[config.mk]
export PLATFORM = sky130hd
export DESIGN_NAME = fifo_fwft_reader
export DESIGN_NICKNAME = d
export VERILOG_FILES = /design/src/rtl/fifo_fwft_reader.sv
export SDC_FILE = /design/constraint.sdc
export NUM_CORES = 1
export LEC_CHECK = 0
export CAP_MARGIN = 20
export CORE_MARGIN = 2
export CORE_UTILIZATION = 54
export CTS_CLUSTER_DIAMETER = 150
export DETAILED_ROUTE_END_ITERATION = 8
export GPL_TIMING_DRIVEN = 0
export PLACE_DENSITY = 0.9
export SLEW_MARGIN = 20
export SYNTH_ARGS = -nofsm -noshare
export SYNTH_HDL_FRONTEND = slang
export SYNTH_SLANG_ARGS = --single-unit
[constraint.sdc]
create_clock -name clk -period 3.9 [get_ports clk]
set_input_delay 0.585 -clock clk [delete_from_list [all_inputs] [get_ports clk]]
set_output_delay 0.585 -clock clk [all_outputs]
set_load 0.1 [all_outputs]
[src/rtl/fifo_fwft_reader.sv]
// First-word-fall-through adapter on the read side of a non-lookahead FIFO.
// A two-entry buffer holds returned words so that one word can be delivered per cycle.
module fifo_fwft_reader #(
  parameter int unsigned DATA_WIDTH = 32
) (
  input  logic                  clk,
  input  logic                  rst,
  input  logic                  fifo_empty,
  output logic                  fifo_rd,
  input  logic [DATA_WIDTH-1:0] fifo_dout,
  output logic                  empty,
  input  logic                  rd,
  output logic [DATA_WIDTH-1:0] dout,
  output logic [1:0]            count
);

  logic [DATA_WIDTH-1:0] data_q [2];
  logic [DATA_WIDTH-1:0] data_d [2];
  logic [1:0]            count_q;
  logic                  inflight_q;
  logic                  empty_q;

  logic       pop;
  logic [2:0] occ;
  logic       slot;

  assign pop = rd && !empty_q;

  // Buffered words plus the word in flight, after this cycle's pop.
  assign occ = {1'b0, count_q} + {2'b00, inflight_q} - {2'b00, pop};

  // Only issue upstream when the returning word is certain to have a slot.
  assign fifo_rd = !rst && !fifo_empty && (occ < 3'd2);

  // Capture goes to index count - pop.
  assign slot = (count_q == 2'd2) || ((count_q == 2'd1) && !pop);

  always_comb begin
    data_d = data_q;
    // The tail only holds a valid word when two are buffered; otherwise the head is kept.
    if (pop && (count_q == 2'd2)) begin
      data_d[0] = data_q[1];
    end
    if (inflight_q) begin
      data_d[slot] = fifo_dout;
    end
  end

  always_ff @(posedge clk or posedge rst) begin
    if (rst) begin
      data_q[0]  <= '0;
      data_q[1]  <= '0;
      count_q    <= 2'd0;
      inflight_q <= 1'b0;
      empty_q    <= 1'b1;
    end else begin
      data_q[0]  <= data_d[0];
      data_q[1]  <= data_d[1];
      count_q    <= occ[1:0];
      inflight_q <= fifo_rd && !fifo_empty;
      empty_q    <= (occ == 3'd0);
    end
  end

  assign empty = empty_q;
  assign dout  = data_q[0];
  assign count = count_q;

  a_count_range : assert property (@(posedge clk) disable iff (rst) occ <= 3'd2);

endmodule

* Word level (Yosys, flattened, before mapping)
Cells that the tools add are included.
** Word-level totals
- ROM bits :: 0
- Register bits :: 68
- Memories :: 0
- Output and inout bits :: 36
- Input port bits :: 36
- Memory bits (writable) :: 0
- Latch bits :: 0
- Word-level logic and storage cells :: 31
** Operators by class
- $add $sub $neg :: 2
- Multipliers :: 0
- Eq/ne operators :: 2
- Shift operators :: 0
- Muxes and demuxes :: 5
- $lt $le $gt $ge :: 3
- Reduce and logical (&&, ||, !) cells :: 13
- Bitwise gates (word level) :: 1
- Div/mod/pow operators :: 0
** Operators by type and width (number)
- bitwise mux 64 bit :: 1
- two-way mux 32 bit :: 2
- two-way mux 64 bit :: 1
- demux 32 bit (select 1 bit) :: 1
- logical AND 1 bit :: 7
- zero test 1 bit :: 4
- adder 2 x 1 -> 3 bit :: 1
- zero test 3 bit :: 1
- < comparator 3 x 2 -> 1 bit (second input constant) :: 1
- subtractor 3 x 1 -> 3 bit :: 1
- == test 2 x 1 -> 1 bit (second input constant) :: 1
- == test 2 bit (second input constant) :: 1
- >= comparator 2 bit (second input constant) :: 1
- < comparator 2 x 1 -> 1 bit (second input constant) :: 1
- inverter 1 -> 2 bit :: 1
- logical OR 1 bit :: 1

* Logic depth before layout (Yosys ltp)
- Depth after elaboration :: 12
- Gate-level depth with buffers :: 8
- Depth with buffers taken out :: 8

* Worst setup path after synthesis
No wires, ideal clock.
- Path type :: reg-to-output
- Start :: reg empty_q (netlist: empty)
- End :: out fifo_rd
- Setup slack :: -0.773 ns
- Arrival :: 4.088 ns
- Data required time :: 3.315 ns
- Stages on the path, launching flop included :: 8
- Buffers on the path :: 0
- Cell sequence :: dfstp_2 > nor2b_4 > ha_1 > inv_1 > ha_1 > fa_1 > nand2b_1 > nor3_1
** On the way
- Word-level cells in the longest chain between the ends :: 5
** RTL lines
- start: declaration :: line 21 : logic empty_q;
- start signal: assignment :: line 61 : empty_q <= (occ == 3'd0);
- zero test 1 bit :: line 27 : assign pop = rd && !empty_q;
- logical AND 1 bit :: line 27
- subtractor 3 x 1 -> 3 bit :: line 30 : assign occ = {1'b0, count_q} + {2'b00, inflight_q} - {2'b00, pop};
- net occ[1] :: line 24 : logic [2:0] occ;
- < comparator 3 x 2 -> 1 bit :: line 33 : assign fifo_rd = !rst && !fifo_empty && (occ < 3'd2);
- logical AND 1 bit :: line 33
- end: declaration :: line 9 : output logic fifo_rd,
The timed path passes the listed nets, and every way through them passes these cells.

* Worst setup path in the final report
- Start :: in rd
- End :: out fifo_rd
** On the way
- Word-level cells in the longest chain between the ends :: 4
** RTL lines
- start: declaration :: line 12 : input logic rd,
- logical AND 1 bit :: line 27
- subtractor 3 x 1 -> 3 bit :: line 30
- net occ[1] :: line 24
- < comparator 3 x 2 -> 1 bit :: line 33
- logical AND 1 bit :: line 33
The timed path passes the listed nets, and every way through them passes these cells.

==> results.cfg <==
[synthesis]
synth_area_leaders = dfrtp_1 51%, mux2_4 14%, mux2i_1 9.7%
syn_nets = 300
synth_edf_count = 0
synth_most_common_cell = dfrtp_1
syn_area_per_cell_um2 = 12.6
netlist.area_leader.share_pct = 51.0
yosysWarningCount = 0
ys.flop_type = dfrtp_1
synthCells = 261
synth_cell_types = 24
synth_commonest_cells = 67 x dfrtp_1, 33 x buf_4, 33 x nor2_1
synth-seq-cells = 68
async_reset_ff_share_pct = 100
yosys.area.top_type = dfrtp_1
ys_seq_area_share_pct = 51.8
synth_area_um2 = 3290

[sta]
finalWorstPathRequiredPeriod_ps = 3480
fin_crit_sh_pct = 89.3
fin_worst_skew_ps = 5.44
final.setup.tns_ps = 0
slew_viol_final = 0
fmax_mhz = 287
rsz0062_at_grt = false
finalSetupViolCount = 0
tightest_slew_ps = 980
hold_violations = 0
relSlewSlack_pct = 34.4

[routing]
highest_layer = met4
drt_wl_total_um = 6630
wl_met3_um = 233
ant_nets = 0
met1_length_um = 2890
wl_met2_um = 3390
wire_per_inst_um = 15.6
route.vias.total = 2157
dr.pass1.iters = 4
route.detailed.drc = 0
vias_per_cell = 5.09
drtIter0Drc = 130

[critical_path]
crit_arrival_ps = 2900
worst_setup_path_end_kind = primary output
crit_fanout = 4
path_buf_inv = 3
required_ps = 3310
cpLargestDelayFamily = buffers and inverters
cpMostUsedCell = ha_1
slowest_delay_ps = 470
crit_chain = clkdlybuf4s50_1 -> nor2b_4 -> ha_1 -> inv_1 -> ha_1 -> fa_1 -> nand2b_1 -> nor3_2 -> clkbuf_2
critPathLaunchType = primary input
slowest_stage = clkbuf_2
critPathKind = primary input to primary output

[cts]
cts_setup_buffers = 0
htreeDepth = 3
cts_sinks = 68
clk_path_buf_depth = 2
cts_buffers = 9
clkTransAtPathRegs_ps = 70
tritoncts = yes
ctsRootBufferMaster = clkbuf_8
clk_latency_ps = 330

[layout]
syn2layout_area_growth_pct = 32.4
final_area_um2 = 4350
finish.utilization_pct = 73.9
fill_cells = 398
num_antenna_cells = 0
layout.nets = 383
drive_above_1_share_pct = 28.4

[die]
die_w_um = 82.0
die_area_um2 = 6720
initial_core_util_pct = 55.8
coreArea_um2 = 5890
io_pins = 72
rows = 28
die_h_um = 82.0

[placement]
post_dp_cell_area_um2 = 4120
io_buffers = 71
place_congestion = 0.755
hpwlAfterDp_um = 4650

[hold_path]
hp-class = flop to flop

[grt]
antenna_found_initial = 0
grt_pass1_vias = 2216
gr-total-overflow = 0
grtUsageTotal_pct = 21.7
grt_first_pass_wirelength_um = 10700
grt_max_degree = 37

[status]
status = finished, final reports clean

[job]
maxCapViolCount = 0
metal layers:
metal | vias to the layer above | GRT usage [%]
li1 | 1013 | -
met5 | - | 0
met4 | 0 | 10.0
met1 | 1081 | 27.0
met2 | 51 | 36.7
met3 | 12 | 3.96
cell type report:
cell class | instances | area [um2] | area share [%]
plain buffers | 45 | 353 | 8.11
clock buffers | 9 | 124 | 2.85
clock inverters | 7 | 115 | 2.65
inverters | 5 | 21.3 | 0.489
multi-input cells | 143 | 1220 | 27.9
flip-flops and latches | 68 | 1700 | 39.1
well taps | 75 | 93.8 | 2.16
repair buffers | 72 | 726 | 16.7
layout by cell type, fill, tap and decap left out, types with 3 or more instances in the layout:
| master | n |
|---|---|
| clkdlybuf4s50_1 | 70 |
| dfrtp_1 | 67 |
| buf_4 | 33 |
| nor2_1 | 33 |
| mux2i_1 | 32 |
| a21oi_1 | 32 |
| mux2_4 | 30 |
| clkbuf_8 | 9 |
| inv_1 | 4 |
| buf_6 | 3 |
| clkbuf_1 | 3 |
| buf_8 | 3 |
| buf_2 | 3 |
| bufinv_16 | 3 |
per-stage QoR:
step | std cells | setup slack (ps) | hold slack, ps
3_5_place_dp | 408 | -279 | 495
2_1_floorplan | 261 | 82.1 | 479
3_3_place_gp | 407 | -212 | 491
5_1_grt | 424 | 277 | 529
6_report | 424 | 416 | 511
4_1_cts | 424 | 5.02 | 512
worst paths after layout:
path,start,cells past startpoint,slack (ps),to
min,flop,1,510,flop
min reg2reg,flop,1,510,flop
max,rd,9,420,fifo_rd
max reg2reg,empty$_DFF_PP1_,7,1880,inflight_q$_DFF_PP0_
max in group asynchronous,rst,3,2640,empty$_DFF_PP1_
min in group asynchronous,rst,2,670,count[1]$_DFF_PP0_
logic make-up after synthesis:
logic type | Yosys count | synth area share (%)
DFF | 68 | 51.8
muxes | 64 | 24.1
buffers and inverters | 50 | 11.3
and+or+nand+nor | 41 | 5.67
AOI/OAI and AO/OA | 34 | 5.41
adders and majority gates | 3 | 1.37
xor gates and xnor gates | 1 | 0.267
timing repair:
action / in CTS / in global routing
endpoints found under the setup margin: 1 / 1
gates resized for setup: 1 / 2
hold endpoints to repair: 0 / 0
hold buffers: 0 / 0
Power is left out: the tool's default activity adds up to more than one toggle a clock period on the data nets, which glitch-free logic cannot reach.
